--- config.mk ---
export PLATFORM = sky130hd
export DESIGN_NAME = ysyx_22050535_mdu
export DESIGN_NICKNAME = d
export VERILOG_FILES = /design/src/rtl/ysyx_22050535_mdu.sv
export SDC_FILE = /design/constraint.sdc
export NUM_CORES = 1
export LEC_CHECK = 0
export CAP_MARGIN = 20
export CORE_ASPECT_RATIO = 0.5
export CORE_UTILIZATION = 24
export DETAILED_ROUTE_END_ITERATION = 8
export GPL_TIMING_DRIVEN = 0
export PLACE_DENSITY = 0.37
export SYNTH_ARGS = -nofsm -noshare
export SYNTH_HDL_FRONTEND = slang
export SYNTH_SLANG_ARGS = --single-unit
--- constraint.sdc ---
create_clock -name clk -period 10.9 [get_ports clk]
set_input_delay 2.18 -clock clk [delete_from_list [all_inputs] [get_ports clk]]
set_output_delay 2.18 -clock clk [all_outputs]
set_load 0.005 [all_outputs]
--- src/rtl/ysyx_22050535_mdu.sv ---
// Iterative RV32M/RV64M multiply/divide unit with valid/ready handshakes.
// Ports: clk, rst (sync, active-high); in_valid/in_ready, func3, src1, src2,
//        tag_in (request side); flush (abort); out_valid/out_ready, result,
//        tag_out (response side); busy (BUSY or DONE).
module ysyx_22050535_mdu #(
    parameter int XLEN     = 32,
    parameter int TAG_W    = 5,
    parameter int MUL_FAST = 0
) (
    input  logic             clk,
    input  logic             rst,
    input  logic             in_valid,
    output logic             in_ready,
    input  logic [2:0]       func3,
    input  logic [XLEN-1:0]  src1,
    input  logic [XLEN-1:0]  src2,
    input  logic [TAG_W-1:0] tag_in,
    input  logic             flush,
    output logic             out_valid,
    input  logic             out_ready,
    output logic [XLEN-1:0]  result,
    output logic [TAG_W-1:0] tag_out,
    output logic             busy
);

    localparam int CW = $clog2(XLEN);
    localparam logic [XLEN-1:0] MIN_NEG = {1'b1, {(XLEN-1){1'b0}}};

    typedef enum logic [1:0] {
        S_IDLE,
        S_BUSY,
        S_DONE
    } state_e;

    state_e              state_q, state_d;
    logic [CW-1:0]       cnt_q, cnt_d;
    logic [2:0]          op_q, op_d;
    logic [TAG_W-1:0]    tag_q, tag_d;
    logic                fast_q, fast_d;
    logic                qneg_q, qneg_d;
    logic                rneg_q, rneg_d;
    logic [XLEN-1:0]     opnd_q, opnd_d;
    logic [2*XLEN-1:0]   acc_q, acc_d;
    logic [XLEN-1:0]     result_q, result_d;
    logic [TAG_W-1:0]    tag_out_q, tag_out_d;

    // ---------------- request decode ----------------
    logic              is_div_in;
    logic              s1_signed, s2_signed;
    logic              a_neg, b_neg;
    logic [XLEN-1:0]   a_mag, b_mag;
    logic              div_zero, div_ovf, fast_in;
    logic [2*XLEN-1:0] prod_raw, prod_fix;
    logic [XLEN-1:0]   fast_res;

    always_comb begin
        is_div_in = func3[2];
        // MULH/MULHSU treat src1 as signed; only MULH treats src2 as signed.
        s1_signed = is_div_in ? ~func3[0] : (func3[1] ^ func3[0]);
        s2_signed = is_div_in ? ~func3[0] : (func3[1:0] == 2'b01);
        a_neg     = s1_signed & src1[XLEN-1];
        b_neg     = s2_signed & src2[XLEN-1];
        a_mag     = a_neg ? -src1 : src1;
        b_mag     = b_neg ? -src2 : src2;
        div_zero  = (src2 == '0);
        div_ovf   = ~func3[0] & (src1 == MIN_NEG) & (&src2);
        fast_in   = is_div_in ? (div_zero | div_ovf) : (MUL_FAST != 0);
        prod_raw  = {{XLEN{1'b0}}, a_mag} * {{XLEN{1'b0}}, b_mag};
        prod_fix  = (a_neg ^ b_neg) ? -prod_raw : prod_raw;
        fast_res  = '0;
        if (is_div_in) begin
            if (div_zero)
                fast_res = func3[1] ? src1 : '1;
            else
                fast_res = func3[1] ? '0 : src1;
        end else if (MUL_FAST != 0) begin
            fast_res = (func3[1:0] == 2'b00) ? prod_fix[XLEN-1:0]
                                             : prod_fix[2*XLEN-1:XLEN];
        end
    end

    // ---------------- one iteration step ----------------
    // acc holds {partial_hi, multiplier} for multiply (shift right)
    // and {remainder, dividend/quotient} for divide (shift left).
    logic [XLEN:0]     mul_sum;
    logic [XLEN:0]     div_r, div_diff;
    logic              div_ge;
    logic [2*XLEN-1:0] step_next, prod_fin;
    logic [XLEN-1:0]   quo, rem, final_res;

    always_comb begin
        mul_sum  = {1'b0, acc_q[2*XLEN-1:XLEN]}
                 + (acc_q[0] ? {1'b0, opnd_q} : '0);
        div_r    = acc_q[2*XLEN-1:XLEN-1];
        div_diff = div_r - {1'b0, opnd_q};
        div_ge   = ~div_diff[XLEN];
        if (op_q[2])
            step_next = {div_ge ? div_diff[XLEN-1:0] : div_r[XLEN-1:0],
                         acc_q[XLEN-2:0], div_ge};
        else
            step_next = {mul_sum, acc_q[XLEN-1:1]};

        prod_fin = qneg_q ? -step_next : step_next;
        quo      = step_next[XLEN-1:0];
        rem      = step_next[2*XLEN-1:XLEN];
        if (op_q[2]) begin
            if (op_q[1])
                final_res = rneg_q ? -rem : rem;
            else
                final_res = qneg_q ? -quo : quo;
        end else begin
            final_res = (op_q[1:0] == 2'b00) ? prod_fin[XLEN-1:0]
                                             : prod_fin[2*XLEN-1:XLEN];
        end
    end

    // ---------------- control ----------------
    always_comb begin
        state_d   = state_q;
        cnt_d     = cnt_q;
        op_d      = op_q;
        tag_d     = tag_q;
        fast_d    = fast_q;
        qneg_d    = qneg_q;
        rneg_d    = rneg_q;
        opnd_d    = opnd_q;
        acc_d     = acc_q;
        result_d  = result_q;
        tag_out_d = tag_out_q;
        unique case (state_q)
            S_IDLE: begin
                if (in_valid) begin
                    state_d = S_BUSY;
                    cnt_d   = '0;
                    op_d    = func3;
                    tag_d   = tag_in;
                    fast_d  = fast_in;
                    qneg_d  = a_neg ^ b_neg;
                    rneg_d  = a_neg;
                    opnd_d  = is_div_in ? b_mag : a_mag;
                    if (fast_in)
                        acc_d = {{XLEN{1'b0}}, fast_res};
                    else
                        acc_d = {{XLEN{1'b0}}, is_div_in ? a_mag : b_mag};
                end
            end
            S_BUSY: begin
                // Fast ops resolve at accept and spend one cycle here.
                if (fast_q) begin
                    result_d  = acc_q[XLEN-1:0];
                    tag_out_d = tag_q;
                    state_d   = S_DONE;
                end else begin
                    acc_d = step_next;
                    cnt_d = cnt_q + CW'(1);
                    if (cnt_q == CW'(XLEN-1)) begin
                        result_d  = final_res;
                        tag_out_d = tag_q;
                        state_d   = S_DONE;
                    end
                end
            end
            S_DONE: begin
                if (out_ready)
                    state_d = S_IDLE;
            end
            default: state_d = S_IDLE;
        endcase
        // Abort keeps the last delivered result/tag untouched.
        if (flush) begin
            state_d   = S_IDLE;
            result_d  = result_q;
            tag_out_d = tag_out_q;
        end
    end

    always_ff @(posedge clk) begin
        if (rst) begin
            state_q   <= S_IDLE;
            cnt_q     <= '0;
            op_q      <= '0;
            tag_q     <= '0;
            fast_q    <= 1'b0;
            qneg_q    <= 1'b0;
            rneg_q    <= 1'b0;
            opnd_q    <= '0;
            acc_q     <= '0;
            result_q  <= '0;
            tag_out_q <= '0;
        end else begin
            state_q   <= state_d;
            cnt_q     <= cnt_d;
            op_q      <= op_d;
            tag_q     <= tag_d;
            fast_q    <= fast_d;
            qneg_q    <= qneg_d;
            rneg_q    <= rneg_d;
            opnd_q    <= opnd_d;
            acc_q     <= acc_d;
            result_q  <= result_d;
            tag_out_q <= tag_out_d;
        end
    end

    assign in_ready  = (state_q == S_IDLE);
    assign out_valid = (state_q == S_DONE);
    assign busy      = (state_q != S_IDLE);
    assign result    = result_q;
    assign tag_out   = tag_out_q;

endmodule

==> impl_summary.log, run 1 <==
[metrics] status: finished clean
[metrics] share of Yosys cell area claimed by the top area cell type: 0.1804
[metrics] Hold Vio Cnt, Final: 0
[metrics] Final Routed Wirelength: 96150 µm
[metrics] Total Nets Final: 2718
[metrics] Max FO, Critical Path: 10
[metrics] depth of the CTS H-tree: 4
[metrics] fraction of layout cells with a size suffix above 1: 0.04457
[metrics] number of hold buffers added after CTS: 0
[metrics] max capacitance violation total: 0
[metrics] time the final worst path needs with I/O delays and setup: 8.644 ns
[metrics] total power after layout: 2039 µW
[metrics] post-synthesis to final-layout area growth: 17.13%
[metrics] portion of the post-synthesis area used by sequential elements: 0.1804
[metrics] master cell of the clock root buffer: sky130_fd_sc_hd__clkbuf_16
[metrics] first-pass GRT wire length: 137300 µm
[metrics] data required time of the worst path: 11.23 ns
[metrics] maximum number of buffers from clock root to sink: 2
[metrics] data arrival time of the worst path: 8.97 ns
[metrics] number of instances in the synthesized netlist: 2435
[metrics] Synth Area per Inst: 6.880 µm²
[metrics] number of failing setup endpoints in the final timing report: 0
[metrics] maximum cell stage delay along the critical path: 0.91 ns
[metrics] Die H: 188.8 µm
[metrics] cell taking the most area after synthesis: sky130_fd_sc_hd__dfxtp_1
[metrics] cell count of the worst hold path: 2
[metrics] achievable frequency: 115.7 MHz
[metrics] violation count after the first detailed-route iteration: 2183
[metrics] final worst path period share: 0.7930
[metrics] Port Buffers: 111
[metrics] crit path launch type: flip-flop
[metrics] number of standard-cell rows in the floorplan: 68
[metrics] pin count of the biggest net entering global routing: 17
[metrics] post-synth design cell area: 0.01675 mm²
[metrics] clock buffers created by TritonCTS: 17
[metrics] number of cells after detailed placement: 3493
[metrics] Die Area: 0.07093 mm²
[metrics] initial core utilization: 0.2428
[metrics] warnings from Yosys: 0
[metrics] setup slack, reg-to-reg: 2.26 ns
[metrics] Max IR drop VDD: 0.0001229 V
[metrics] DR DRC count: 0
[metrics] most frequent cell on the critical path: sky130_fd_sc_hd__buf_2
[metrics] Final Instance Count excl. Fillers: 3527
[metrics] total of flip-flops plus latches after synthesis: 151
[metrics] final setup TNS: 0 ns
[metrics] skew final: 0.01303 ns
[metrics] slowest stage cell on the critical path: sky130_fd_sc_hd__buf_1
[metrics] fin. max-slew vios: 0
[metrics] total nets after synthesis: 2586
[metrics] router iterations before antenna repair: 6
[metrics] count of vias placed by the detailed router: 19.89k
[metrics] number of sinks on the clock net: 151
[metrics] Resized Gates After CTS: 0
[metrics] static leakage power: 0.006900 µW
[metrics] Worst Setup Path Type: flip-flop to flip-flop
[metrics] length in cells of the worst reg-to-reg path: 21
[metrics] worst rel slew slack: 0.2269
[metrics] via count of the first global-routing pass: 18.67k
[metrics] final weighted congestion in routability-driven placement: 0.9748
[metrics] remaining antenna violation count after routing: 0
[metrics] number of enable-type register cells in the synthesized netlist: 0
[metrics] CTS tree: done
[metrics] number of setup buffers added after CTS: 0
[metrics] overall fraction of global-route tracks in use: 0.2653
[metrics] Area contributors post-synth: sky130_fd_sc_hd__dfxtp_1 18%, sky130_fd_sc_hd__a21oi_1 6.9%, sky130_fd_sc_hd__nand2_1 6.9%
[metrics] type of element capturing the critical path: flip-flop
[metrics] insertion delay of the later-clocked pin in the worst-skew pair: 0.46 ns
[metrics] routed wire length per instance: 27.26 µm
[metrics] list of most frequent post-synthesis cells: 308 x sky130_fd_sc_hd__nand2_1, 235 x sky130_fd_sc_hd__nor2_1, 231 x sky130_fd_sc_hd__a21oi_1
[metrics] power per unit of standard cell area: 103.9 mW/mm²
[metrics] number of different library cells in the post-synthesis netlist: 94
[metrics] most common cell in the netlist: sky130_fd_sc_hd__nand2_1
[metrics] clock transition time at the flip-flop clock pins of the worst setup and hold paths: 0.08 ns
[metrics] per-cell via count in the routed design: 5.639
[metrics] Tightest Pin Transition: 1.160 ns
[metrics] cell-by-cell listing of the critical path: buf_2 -> buf_2 -> buf_2 -> buf_2 -> buf_2 -> buf_1 -> buf_2 -> buf_1 -> clkbuf_1 -> buf_8 -> a31o_2 -> ha_1 -> o21ai_0 -> a211oi_1 -> nor4b_2 -> nand2_1 -> buf_2 -> o41ai_1 -> xnor2_1 -> o221ai_1 -> o21ai_0
[metrics] number of antenna violations at the first check in global routing: 0
[metrics] setup repair after global routing missed its margin: false
[metrics] global-route congestion overflow total: 0
[metrics] fraction of registers with async set/reset: 0
[metrics] floorplan die width: 375.7 µm
[metrics] Hold Path Class: flip-flop to flip-flop
[metrics] Main synth FF type: sky130_fd_sc_hd__dfxtp_1
[metrics] boundary pin count: 117
[metrics] core area: 0.06900 mm²
[metrics] post-detail-place hpwl: 78820 µm
[through the flow]
| step | instance area, µm² | hold WS (ns) | setup slack (ns) | util |
|---|---|---|---|---|
| 3_3_place_gp | 19050 | 0.4405 | 2.036 | 0.2760 |
| 5_1_grt | 19620 | 0.4814 | 2.193 | 0.2843 |
| 6_report | 19620 | 0.4526 | 2.256 | 0.2844 |
| 3_5_place_dp | 19070 | 0.4453 | 2.613 | 0.2763 |
| 2_1_floorplan | 16750 | 0.4321 | 5.468 | - |
| 4_1_cts | 19620 | 0.4562 | 2.574 | 0.2843 |
[cell type report]
type	instances	area, µm²
diodes	2	5.005
plain buffers	167	678.2
clock buffers	19	442.9
clock inverters	13	108.9
fillers	7769	49380
inverters	75	281.5
multi-input cells	2042	12770
flip-flops and latches	151	3023
well taps	945	1182
repair buffers	113	1131
[registers in the layout, indices dropped and copies added, names as in the netlist, 2 cells and up]
signal and count:
acc_q 64, opnd_q 32, result 32, cnt_q 5, tag_out 5, tag_q 5, op_q 3, state_q 2
[cells in the final DEF, fill, tap and decap left out, types with 14 or more instances in the layout]
| master | n |
|---|---|
| sky130_fd_sc_hd__nand2_1 | 308 |
| sky130_fd_sc_hd__o21ai_0 | 172 |
| sky130_fd_sc_hd__and2_1 | 49 |
| sky130_fd_sc_hd__buf_2 | 24 |
| sky130_fd_sc_hd__nor4_1 | 26 |
| sky130_fd_sc_hd__xnor2_1 | 108 |
| sky130_fd_sc_hd__o31ai_1 | 35 |
| sky130_fd_sc_hd__mux2i_1 | 48 |
| sky130_fd_sc_hd__o221ai_1 | 28 |
| sky130_fd_sc_hd__a21o_1 | 23 |
| sky130_fd_sc_hd__and3_1 | 24 |
| sky130_fd_sc_hd__xor2_1 | 65 |
| sky130_fd_sc_hd__or3_1 | 29 |
| sky130_fd_sc_hd__a22oi_1 | 31 |
| sky130_fd_sc_hd__a21oi_1 | 231 |
| sky130_fd_sc_hd__nor2_1 | 235 |
| sky130_fd_sc_hd__a211oi_1 | 51 |
| sky130_fd_sc_hd__dfxtp_1 | 151 |
| sky130_fd_sc_hd__a31oi_1 | 20 |
| sky130_fd_sc_hd__o21a_1 | 17 |
| sky130_fd_sc_hd__o211ai_1 | 62 |
| sky130_fd_sc_hd__o41ai_1 | 18 |
| sky130_fd_sc_hd__clkbuf_16 | 17 |
| sky130_fd_sc_hd__nor3_1 | 74 |
| sky130_fd_sc_hd__nand2b_1 | 19 |
| sky130_fd_sc_hd__clkbuf_1 | 127 |
| sky130_fd_sc_hd__nand3_1 | 55 |
| sky130_fd_sc_hd__or4_1 | 14 |
| sky130_fd_sc_hd__ha_1 | 72 |
| sky130_fd_sc_hd__inv_1 | 72 |
| sky130_fd_sc_hd__nand4_1 | 33 |
| sky130_fd_sc_hd__clkdlybuf4s50_1 | 111 |
[worst max-delay path, delay by kind of cell (launching register included)]
family / cells / cell delay, ns
compound gates: 6 / 1.74
fa+ha+maj: 1 / 0.24
simple gates: 2 / 0.80
xor+xnor: 1 / 0.20
flops: 1 / 0.47
buf+inv: 11 / 4.99
[final timing paths]
path / startpoint / end
worst max-delay path: op_q[2]$_SDFFE_PP0P_ / result[16]$_SDFFE_PP0P_
worst min-delay path: tag_q[1]$_SDFFE_PP0P_ / tag_out[1]$_SDFFE_PP0P_
worst max register to register: op_q[2]$_SDFFE_PP0P_ / result[16]$_SDFFE_PP0P_
worst min register to register: tag_q[1]$_SDFFE_PP0P_ / tag_out[1]$_SDFFE_PP0P_
[report_power, final]
group / leakage [µW] / switching (µW) / total [µW] / internal [µW]
registers: 0.00123 / 57.9 / 634 / 576
clock network: 0.000269 / 290 / 594 / 304
logic: 0.00540 / 548 / 811 / 264
total: 0.00690 / 896 / 2040 / 1140
[cell families (layout without fill, tap and decap cells)]
family / after synthesis / count (layout) / share of synthesized area
AO/OA/AOI/OAI: 823 / 823 / 0.3240
XOR/XNOR: 173 / 173 / 0.09044
adder cells (fa/ha/maj): 74 / 74 / 0.05616
buffers and inverters: 242 / 387 / 0.05728
flip-flops: 151 / 151 / 0.1804
multiplexers: 56 / 56 / 0.03406
other: 0 / 2 / 0
AND/OR/NAND/NOR: 916 / 916 / 0.2577
[per-layer routing]
layer	part of all wire	up-vias	track usage	routed length, µm
met1	0.49	9783	0.3916	47350
met5	0	-	0	0
met3	0.057	86	0.02108	5436
li1	-	9261	-	-
met2	0.43	758	0.4136	41250
met4	0.022	0	0.06248	2123
(Power assumes the default switching activity.)
==> run 2: changes to the inputs <==
==> constraint.sdc (replaced) <==
create_clock -name clk -period 8.25 [get_ports clk]
set_input_delay 1.65 -clock clk [delete_from_list [all_inputs] [get_ports clk]]
set_output_delay 1.65 -clock clk [all_outputs]
set_load 0.005 [all_outputs]
==> run 2 against run 1 <==
  * Maximum frequency up 8.0%
  * Sequential share of layout area about the same
  * First-iteration DRC count up 1.8%
  * Final area about the same
  * Critical path depth down 7
  * Core utilization about the same
  * Setup slack worse by 2.0 ns
  * Register-to-register slack worse by 2.0 ns
  * Clock power up 32%
  * Flip-flop and latch count unchanged
  * Die area unchanged
  * Sequential power up 32%
==> impl_summary.log, run 2 (synthesized netlist as in run 1, its figures left out) <==
[metrics] achievable frequency: 125.0 MHz
[metrics] slowest stage cell on the critical path: sky130_fd_sc_hd__buf_1
[metrics] cell count of the worst hold path: 2
[metrics] boundary pin count: 117
[metrics] overall fraction of global-route tracks in use: 0.2643
[metrics] Worst R2R End: result[2]$_SDFFE_PP0P_
[metrics] number of sinks on the clock net: 151
[metrics] clock transition time at the flip-flop clock pins of the worst setup and hold paths: 0.08 ns
[metrics] Reg-to-Reg Start: op_q[2]$_SDFFE_PP0P_
[metrics] Max IR drop VDD: 0.0001617 V
[metrics] finished layout cell area: 0.01962 mm²
[metrics] violation count after the first detailed-route iteration: 2222
[metrics] power per unit of standard cell area: 137.2 mW/mm²
[metrics] worst rel slew slack: 0.2023
[metrics] insertion delay of the later-clocked pin in the worst-skew pair: 0.46 ns
[metrics] area after detailed placement: 0.01907 mm²
[metrics] via count of the first global-routing pass: 18.68k
[metrics] master cell of the clock root buffer: sky130_fd_sc_hd__clkbuf_16
[metrics] routed length on met3: 5191 µm
[metrics] router iterations before antenna repair: 6
[metrics] hold endpoint: tag_out[1]$_SDFFE_PP0P_
[metrics] data arrival time of the worst path: 8.32 ns
[metrics] final weighted congestion in routability-driven placement: 0.9748
[metrics] fraction of layout cells with a size suffix above 1: 0.04459
[metrics] Tightest Pin Transition: 1.192 ns
[metrics] Top Layer Used: met4
[metrics] static leakage power: 0.006899 µW
[metrics] Port Buffers: 111
[metrics] crit path launch type: flip-flop
[metrics] data required time of the worst path: 8.57 ns
[metrics] commonest non-fill, non-tap cell in the layout: sky130_fd_sc_hd__nand2_1
[metrics] number of antenna violations at the first check in global routing: 0
[metrics] Max FO, Critical Path: 19
[metrics] clock buffers created by TritonCTS: 17
[metrics] Hold Vio Cnt, Final: 0
[metrics] Final Routed Wirelength: 95800 µm
[metrics] cell-by-cell listing of the critical path: buf_2 -> buf_2 -> buf_2 -> buf_2 -> buf_2 -> buf_1 -> buf_2 -> buf_2 -> buf_1 -> buf_2 -> clkbuf_1 -> a311oi_1 -> a211oi_1 -> nor3_1
[metrics] DR DRC count: 0
[metrics] Hold Startpoint: tag_q[1]$_SDFFE_PP0P_
[metrics] setup repair after global routing missed its margin: false
[metrics] Final Instance Count excl. Fillers: 3524
[metrics] number of hold buffers added after CTS: 0
[metrics] initial core utilization: 0.2428
[metrics] type of element capturing the critical path: flip-flop
[metrics] Finished Core Util: 0.2843
[metrics] depth of the CTS H-tree: 4
[metrics] most used cells in the layout excluding fill and tap cells: 308 x sky130_fd_sc_hd__nand2_1, 235 x sky130_fd_sc_hd__nor2_1, 231 x sky130_fd_sc_hd__a21oi_1
[metrics] Diodes inserted: 0
[metrics] fin. max-slew vios: 0
[metrics] maximum number of buffers from clock root to sink: 2
[metrics] skew final: 0.01420 ns
[metrics] per-cell via count in the routed design: 5.608
[metrics] remaining antenna violation count after routing: 0
[metrics] routed wire length per instance: 27.18 µm
[metrics] Worst Setup Path Type: flip-flop to flip-flop
[metrics] Routed met1 length: 47430 µm
[metrics] count of vias placed by the detailed router: 19.76k
[metrics] maximum cell stage delay along the critical path: 0.88 ns
[metrics] Die H: 188.8 µm
[metrics] Hold Path Class: flip-flop to flip-flop
[metrics] first-pass GRT wire length: 136900 µm
[metrics] number of cells after detailed placement: 3493
[metrics] max capacitance violation total: 0
[metrics] number of inserted filler cells in the final layout: 7770
[metrics] Largest register FFs: 64
[metrics] final worst path period share: 0.9699
[metrics] global-route congestion overflow total: 0
[metrics] most frequent cell on the critical path: sky130_fd_sc_hd__buf_2
[metrics] post-detail-place hpwl: 78820 µm
[metrics] setup slack, reg-to-reg: 0.25 ns
[metrics] Total Nets Final: 2717
[metrics] post-synthesis to final-layout area growth: 17.08%
[metrics] status: finished clean
[metrics] length in cells of the worst reg-to-reg path: 14
[metrics] Biggest register: acc_q
[metrics] CTS tree: done
[metrics] number of failing setup endpoints in the final timing report: 0
[metrics] floorplan die width: 375.7 µm
[metrics] time the final worst path needs with I/O delays and setup: 8.001 ns
[metrics] worst hold-check slack: 0.4523 ns
[metrics] Die Area: 0.07093 mm²
[metrics] number of standard-cell rows in the floorplan: 68
[metrics] core area: 0.06900 mm²
[metrics] pin count of the biggest net entering global routing: 20
[metrics] met2 routed WL: 41080 µm
[run 2: cell count changes in the layout (fill, tap and decap cells not counted), sizes merged]
cell / before / now
buf: 43 / 42
diode: 2 / 0
[run 2: layout make-up]
type / count / area, µm² / area share
Timing Repair Buffer: 113 / 1131 / 0.05766
Clock buffer: 19 / 442.9 / 0.02258
Inverter: 75 / 281.5 / 0.01435
Sequential cell: 151 / 3023 / 0.1541
Multi-Input combinational cell: 2042 / 12770 / 0.6511
Buffer: 166 / 674.4 / 0.03438
Tap cell: 945 / 1182 / 0.06028
Clock inverter: 13 / 108.9 / 0.005550
[run 2: power by group]
part / total, µW / internal, µW / switching, µW
Sequential: 837 / 761 / 76.8
Clock: 784 / 401 / 382
Combinational: 1070 / 348 / 722
[run 2: what timing repair did]
action,4_1_cts,5_1_grt
resized for setup,0,0
setup buffers,0,0
endpoints found under the setup margin,1,0
[run 2: how the worst max path moves through the flow]
stage,from,endpoint,slack (ns)
floorplan,op_q[2]$_SDFFE_PP0P_,result[22]$_SDFFE_PP0P_,3.20
global placement,op_q[2]$_SDFFE_PP0P_,result[16]$_SDFFE_PP0P_,-0.61
global route,op_q[2]$_SDFFE_PP0P_,result[16]$_SDFFE_PP0P_,0.31
CTS,op_q[2]$_SDFFE_PP0P_,result[16]$_SDFFE_PP0P_,0.66
detailed placement,op_q[2]$_SDFFE_PP0P_,result[16]$_SDFFE_PP0P_,-0.04
finish,op_q[2]$_SDFFE_PP0P_,result[2]$_SDFFE_PP0P_,0.25
[run 2: per-layer routing]
layer | track usage | vias up
met5 | 0 | -
met1 | 0.3893 | 9672
met3 | 0.02163 | 82
met4 | 0.06201 | 0
li1 | - | 9238
met2 | 0.4126 | 770
[run 2: worst max-delay path, delay by kind of cell (launching register included)]
family | cells | cell delay (ns)
flip-flops | 1 | 0.46
AO/OA/AOI/OAI | 2 | 1.08
AND/OR/NAND/NOR | 1 | 0.08
buffers and inverters | 11 | 6.14
[run 2: through the flow]
stage / worst slack, ns / setup TNS (ns) / power (µW)
after CTS: 0.6600 / 0 / 2675
after global placement: -0.6135 / -4.219 / 1895
after global routing: 0.3144 / 0 / 2809
after detailed placement: -0.03732 / -0.03732 / 1889
final: 0.2487 / 0 / 2692
after floorplan: 3.200 / 0 / 1465
